==> config.mk <==
export PLATFORM = sky130hd
export DESIGN_NAME = game_round_ctrl_flat
export DESIGN_NICKNAME = d
export VERILOG_FILES = /design/src/rtl/game_round_ctrl_pkg.sv /design/src/rtl/game_round_ctrl_if.sv /design/src/rtl/game_round_ctrl_sat_counter.sv /design/src/rtl/game_round_ctrl.sv /design/src/flat_wrapper.sv
export SDC_FILE = /design/constraint.sdc
export NUM_CORES = 1
export LEC_CHECK = 0
export CAP_MARGIN = 10
export CORE_AREA = 4 4 70 72
export CTS_BUF_LIST = sky130_fd_sc_hd__clkbuf_8
export DETAILED_ROUTE_END_ITERATION = 10
export DIE_AREA = 0 0 74 76
export SETUP_SLACK_MARGIN = 0.15
export SLEW_MARGIN = 20
export SYNTH_ARGS = -nofsm -noshare
export SYNTH_HDL_FRONTEND = slang
export SYNTH_SLANG_ARGS = --single-unit
==> constraint.sdc <==
create_clock -name clk -period 3.4 [get_ports clk]
set_input_delay 0.51 -clock clk [delete_from_list [all_inputs] [get_ports clk]]
set_output_delay 0.51 -clock clk [all_outputs]
set_load 0.05 [all_outputs]
==> src/rtl/game_round_ctrl_pkg.sv <==
// Shared types and constants for the guessing-game round sequencer.
// State encoding, display select codes and the all-correct verdict.
package game_pkg;

    typedef enum logic [2:0] {
        IDLE  = 3'd0,
        ARM   = 3'd1,
        WAIT  = 3'd2,
        CHECK = 3'd3,
        SHOW  = 3'd4,
        WIN   = 3'd5,
        LOSE  = 3'd6
    } state_t;

    localparam logic [1:0] SEL_IDLE = 2'b00;
    localparam logic [1:0] SEL_PLAY = 2'b01;
    localparam logic [1:0] SEL_WIN  = 2'b10;
    localparam logic [1:0] SEL_LOSE = 2'b11;

    localparam logic [5:0] WIN_CODE = 6'b100000;

    function automatic logic [1:0] sel_of(state_t s);
        case (s)
            IDLE, ARM, WAIT: return SEL_IDLE;
            CHECK, SHOW:     return SEL_PLAY;
            WIN:             return SEL_WIN;
            default:         return SEL_LOSE;
        endcase
    endfunction

    function automatic logic [7:0] time_limit(logic [1:0] lvl, int base, int step);
        return 8'(base - int'(lvl) * step);
    endfunction

endpackage

==> src/rtl/game_round_ctrl_if.sv <==
// Bundle between the round sequencer and the checker/timer/display blocks.
// master is the sequencer side, slave is the surrounding datapath.
interface game_round_ctrl_if #(
    parameter int RES_W = 6
);
    logic             btn;
    logic [RES_W-1:0] check_result;
    logic             check_valid;
    logic             check_start;
    logic             timer_load;
    logic [7:0]       timer_value;
    logic             timer_en;
    logic             timer_finish;
    logic [1:0]       led_sel;
    logic [1:0]       seg_sel;
    logic [3:0]       tries;
    logic [7:0]       score;
    logic [1:0]       level;

    modport master (
        input  btn, check_result, check_valid, timer_finish,
        output check_start, timer_load, timer_value, timer_en,
        output led_sel, seg_sel, tries, score, level
    );

    modport slave (
        output btn, check_result, check_valid, timer_finish,
        input  check_start, timer_load, timer_value, timer_en,
        input  led_sel, seg_sel, tries, score, level
    );
endinterface

==> src/rtl/game_round_ctrl_sat_counter.sv <==
// Saturating up-counter with synchronous clear; clear wins over increment.
module sat_counter #(
    parameter int          W   = 4,
    parameter int unsigned MAX = 8
) (
    input  logic         clk,
    input  logic         rst,
    input  logic         inc,
    input  logic         clr,
    output logic [W-1:0] q
);

    always_ff @(posedge clk or posedge rst) begin
        if (rst)
            q <= '0;
        else if (clr)
            q <= '0;
        else if (inc && q != W'(MAX))
            q <= q + 1'b1;
    end

endmodule

==> src/rtl/game_round_ctrl.sv <==
// Round sequencer: arms the timer, starts the checker, tracks tries/score/level.
// Every output is registered from next_state so it is valid on state entry.
module game_round_ctrl
    import game_pkg::*;
#(
    parameter int             RES_W     = 6,
    parameter logic [RES_W-1:0] WIN_CODE = game_pkg::WIN_CODE,
    parameter int             MAX_TRIES = 8,
    parameter int             TIME_BASE = 30,
    parameter int             TIME_STEP = 5,
    parameter int             LEVELS    = 4
) (
    input  logic                  clk,
    input  logic                  rst,
    game_round_ctrl_if.master     bus
);

    state_t state, next_state;
    logic   enter_check, enter_win, enter_lose, enter_arm;

    always_ff @(posedge clk or posedge rst) begin
        if (rst)
            state <= IDLE;
        else
            state <= next_state;
    end

    always_comb begin
        next_state = state;
        unique case (state)
            IDLE:  if (bus.btn) next_state = ARM;
            ARM:   next_state = WAIT;
            WAIT: begin
                if (bus.timer_finish)
                    next_state = LOSE;
                else if (bus.btn)
                    next_state = CHECK;
            end
            CHECK: begin
                // a verdict arriving with expiry still counts
                if (bus.check_valid) begin
                    if (bus.check_result == WIN_CODE)
                        next_state = WIN;
                    else if (bus.tries == 4'(MAX_TRIES))
                        next_state = LOSE;
                    else
                        next_state = SHOW;
                end else if (bus.timer_finish) begin
                    next_state = LOSE;
                end
            end
            SHOW: begin
                if (bus.timer_finish)
                    next_state = LOSE;
                else if (bus.btn)
                    next_state = WAIT;
            end
            WIN:   if (bus.btn) next_state = ARM;
            LOSE:  if (bus.btn) next_state = ARM;
            default: next_state = IDLE;
        endcase
    end

    assign enter_arm   = (next_state == ARM);
    assign enter_check = (next_state == CHECK) && (state != CHECK);
    assign enter_win   = (next_state == WIN)   && (state != WIN);
    assign enter_lose  = (next_state == LOSE)  && (state != LOSE);

    always_ff @(posedge clk or posedge rst) begin
        if (rst) begin
            bus.check_start <= 1'b0;
            bus.timer_load  <= 1'b0;
            bus.timer_value <= '0;
            bus.timer_en    <= 1'b0;
            bus.led_sel     <= SEL_IDLE;
            bus.seg_sel     <= SEL_IDLE;
        end else begin
            bus.check_start <= enter_check;
            bus.timer_load  <= enter_arm;
            if (enter_arm)
                bus.timer_value <= time_limit(bus.level, TIME_BASE, TIME_STEP);
            bus.timer_en    <= (next_state == WAIT) ||
                               (next_state == CHECK) ||
                               (next_state == SHOW);
            bus.led_sel     <= sel_of(next_state);
            bus.seg_sel     <= sel_of(next_state);
        end
    end

    sat_counter #(.W(4), .MAX(MAX_TRIES)) u_tries (
        .clk (clk),
        .rst (rst),
        .inc (enter_check),
        .clr (enter_arm),
        .q   (bus.tries)
    );

    sat_counter #(.W(8), .MAX(255)) u_score (
        .clk (clk),
        .rst (rst),
        .inc (enter_win),
        .clr (1'b0),
        .q   (bus.score)
    );

    sat_counter #(.W(2), .MAX(LEVELS - 1)) u_level (
        .clk (clk),
        .rst (rst),
        .inc (enter_win),
        .clr (enter_lose),
        .q   (bus.level)
    );

endmodule

==> src/flat_wrapper.sv <==
// flat-port wrapper written by rule: the top's interface ports become plain ports
module game_round_ctrl_flat import game_pkg::*;
#(
    parameter int             RES_W     = 6,
    parameter logic [RES_W-1:0] WIN_CODE = game_pkg::WIN_CODE,
    parameter int             MAX_TRIES = 8,
    parameter int             TIME_BASE = 30,
    parameter int             TIME_STEP = 5,
    parameter int             LEVELS    = 4
)
  (clk, rst, bus_btn, bus_check_result, bus_check_valid, bus_timer_finish, bus_check_start, bus_timer_load, bus_timer_value, bus_timer_en, bus_led_sel, bus_seg_sel, bus_tries, bus_score, bus_level);
  game_round_ctrl_if #(.RES_W(RES_W)) bus_i ();
  input  logic clk;
  input  logic rst;
  input wire logic [$bits(bus_i.btn)-1:0] bus_btn;
  input wire logic [$bits(bus_i.check_result)-1:0] bus_check_result;
  input wire logic [$bits(bus_i.check_valid)-1:0] bus_check_valid;
  input wire logic [$bits(bus_i.timer_finish)-1:0] bus_timer_finish;
  output wire logic [$bits(bus_i.check_start)-1:0] bus_check_start;
  output wire logic [$bits(bus_i.timer_load)-1:0] bus_timer_load;
  output wire logic [$bits(bus_i.timer_value)-1:0] bus_timer_value;
  output wire logic [$bits(bus_i.timer_en)-1:0] bus_timer_en;
  output wire logic [$bits(bus_i.led_sel)-1:0] bus_led_sel;
  output wire logic [$bits(bus_i.seg_sel)-1:0] bus_seg_sel;
  output wire logic [$bits(bus_i.tries)-1:0] bus_tries;
  output wire logic [$bits(bus_i.score)-1:0] bus_score;
  output wire logic [$bits(bus_i.level)-1:0] bus_level;
  assign bus_i.btn = bus_btn;
  assign bus_i.check_result = bus_check_result;
  assign bus_i.check_valid = bus_check_valid;
  assign bus_i.timer_finish = bus_timer_finish;
  assign bus_check_start = bus_i.check_start;
  assign bus_timer_load = bus_i.timer_load;
  assign bus_timer_value = bus_i.timer_value;
  assign bus_timer_en = bus_i.timer_en;
  assign bus_led_sel = bus_i.led_sel;
  assign bus_seg_sel = bus_i.seg_sel;
  assign bus_tries = bus_i.tries;
  assign bus_score = bus_i.score;
  assign bus_level = bus_i.level;
  game_round_ctrl #(.RES_W(RES_W), .WIN_CODE(WIN_CODE), .MAX_TRIES(MAX_TRIES), .TIME_BASE(TIME_BASE), .TIME_STEP(TIME_STEP), .LEVELS(LEVELS)) u_core (.clk(clk), .rst(rst), .bus(bus_i));
endmodule
==> flow_summary.json <==
{
  "outcome": "complete, no violations",
  "synth_ff_type": "dfrtp_1",
  "antenna_found_initial": 0,
  "via_count": 1022,
  "ys_warn_count": 0,
  "core_area_um2": 4290,
  "worst-r2r-cell-count": 6,
  "cp_max_fo": 10,
  "min_from": "u_core.u_score.q[5]",
  "clockBufferDepth": 2,
  "io_buffers": 36,
  "routed_wl_um": 2870,
  "relSlewSlack": 0.634,
  "post-cts-setup-buffers": 0,
  "post_drt_wl_per_cell_um": 13.4,
  "critPathKind": "in2reg",
  "slew_violations": 0,
  "power.leakage_nw": 0.858,
  "fin_crit_sh": 0.680,
  "finalNetCount": 181,
  "final_util": 0.439,
  "hold_end": "u_core.u_score.q[5]",
  "rsz0062_at_grt": "false",
  "end_kind": "flip-flop",
  "first_global_vias": 1096,
  "syn_avg_cell_area_um2": 11.6,
  "synthTopCellsByCount": "dfrtp_1, inv_1, nor2_1, ha_1",
  "clockRootBuffer": "clkbuf_8",
  "period_needed_ns": 2.31,
  "tns_ns": 0,
  "area_growth_pct": 28.3,
  "cts_tree": "done",
  "yosysSeqAreaShare": 0.460,
  "hold_buffers": 0,
  "hpwl_um": 2240,
  "finalClockSkew_ns": 0.00450,
  "multiInputGateArea_um2": 686,
  "firstDrtPassIters": 4,
  "clkTransAtPathRegs_ns": 0.09,
  "clkSinkCount": 27,
  "crit_arrival_ns": 2.47,
  "io_pins": 40,
  "start_util": 0.342,
  "numCtsBuffers": 3,
  "netlist_area_um2": 1470,
  "seqCellArea_um2": 676,
  "synthesis.instances": 127,
  "yosys-top-cells-area": "dfrtp_1, ha_1, mux2i_1",
  "n_antenna_cell": 0,
  "worstMarginPinSlew_ns": 0.548,
  "hold_viol": 0,
  "grt_use_total": 0.103,
  "r2r_slack_ns": 1.37,
  "synth_enable_flop_cells": 0,
  "drive_gt1_frac": 0.123,
  "grt_pass1_wl_um": 4770,
  "drv_cap": 0,
  "ant_nets": 0,
  "grt_overflow": 0,
  "cellPowerDensity_nw_per_um2": 708,
  "row_count": 24,
  "die-area_um2": 5620,
  "yosysUniqueCellTypes": 37,
  "synthArstFlopShare": 1.00,
  "die_y_um": 76,
  "vdd_ir_drop_max_mv": 0.207,
  "grt_max_degree": 28,
  "drc_errors": 0,
  "synth_top_area_frac": 0.460,
  "drtIter0Drc": 35,
  "htree_levels": 1,
  "die_w_um": 74,
  "synth_seq_cells": 27,
  "avgViaCountPerCell": 4.78,
  "r2r-start": "u_core.state[1]",
  "synth.most_common_cell": "dfrtp_1",
  "cts_resized": 0,
  "whs_path_depth": 1,
  "worstSetupStartpoint": "bus_check_result[1]",
  "synth_top_cell_by_area": "dfrtp_1",
  "hold_path.class": "reg2reg",
  "r2r_end": "u_core.bus.timer_value[1]",
  "setup-violations-final": 0,
  "clk_latency_ns": 0.27,
  "setup.worst_path.start_class": "input pin",
  "gp_congestion": 0.737,
  "fmax_mhz": 433,
  "n_fill_cell": 413,
  "crit_required_ns": 3.56
}
-- cells by family after synthesis --
kind of cell | synth area share
flops | 0.460
simple gates | 0.181
other cells | 0.00255
buf+inv | 0.0791
xor+xnor | 0.0596
mux | 0.0766
fa+ha+maj | 0.0596
compound gates | 0.0817
-- final cells by class --
cell class / instances / share of cell area
multi-input combinational: 82 / 0.364
clock inverter: 1 / 0.00265
inverter: 12 / 0.0239
sequential: 27 / 0.358
timing repair buffer: 37 / 0.195
clock buffer: 3 / 0.0219
tap: 52 / 0.0345
-- worst max path at each step --
stage / endpoint / cells past startpoint / slack, ns
finish: u_core.bus.timer_value[1] / 7 / 1.09
global route: u_core.bus.timer_value[0] / 7 / 0.95
CTS: u_core.bus.timer_value[1] / 7 / 1.07
detailed placement: u_core.bus.timer_value[0] / 7 / 0.78
global placement: u_core.bus.timer_value[0] / 7 / 0.83
floorplan: u_core.bus.timer_value[0] / 8 / 1.25
-- where the power goes --
part	leakage [nW]	internal, mW	total (mW)	switching (mW)
Combinational	0.487	0.267	0.684	0.417
Sequential	0.345	0.392	0.473	0.0811
Clock	0.0255	0.0819	0.178	0.0964
Total	0.858	0.740	1.34	0.595
-- state kept, by name (all words and copies together), names as in the netlist --
name and cells:
u_core.bus.timer_en 1, u_core.bus.timer_load 1, u_core.u_tries.q 4, u_core.bus.check_start 1, u_core.bus.timer_value 5, u_core.u_score.q 8, u_core.state 3, u_core.u_level.q 2
u_core.bus.seg_sel 2
-- per-layer routing --
layer / vias up / wire, µm / global-route usage / share of wire
met5: - / 0 / 0 / 0
met4: 0 / 25 / 0.0163 / 0.0087
met3: 4 / 191 / 0.0237 / 0.066
met1: 493 / 1260 / 0.134 / 0.44
li1: 494 / - / - / -
met2: 31 / 1390 / 0.175 / 0.48
-- worst max-delay path, stage by stage --
cell and delay (ns):
clkdlybuf4s50_1 0.45, nor4_4 0.37, nand3b_1 0.23, and4_4 0.23, nor3b_2 0.17, buf_4 0.21, mux2_4 0.31
-- per-stage QoR --
step	std cells	total power [mW]	area, µm²	hold WS, ns	setup slack [ns]
after CTS	214	1.35	1890	0.510	1.07
after global placement	210	1.16	1840	0.488	0.834
after detailed placement	210	1.17	1840	0.497	0.784
final	214	1.34	1890	0.503	1.09
after floorplan	129	1.01	1480	0.563	1.25
after global routing	214	1.41	1890	0.516	0.953
-- layout by cell type, fill, tap and decap left out, types with 2 or more instances in the layout --
| cell | count |
|---|---|
| nand4_1 | 2 |
| nand2_1 | 3 |
| nor2b_1 | 2 |
| nand3_1 | 5 |
| o21ai_0 | 3 |
| dfrtp_1 | 27 |
| clkdlybuf4s50_1 | 36 |
| xnor2_1 | 6 |
| nor3_1 | 2 |
| nand3b_1 | 2 |
| clkbuf_8 | 3 |
| xor2_1 | 4 |
| a211o_1 | 2 |
| inv_1 | 11 |
| and3_1 | 3 |
| nor2_1 | 10 |
| mux2_2 | 2 |
| conb_1 | 3 |
| mux2_4 | 2 |
| a21oi_1 | 2 |
| ha_1 | 7 |
| nor3b_1 | 2 |
| mux2i_1 | 6 |
Power figures use the tool's default switching activity.
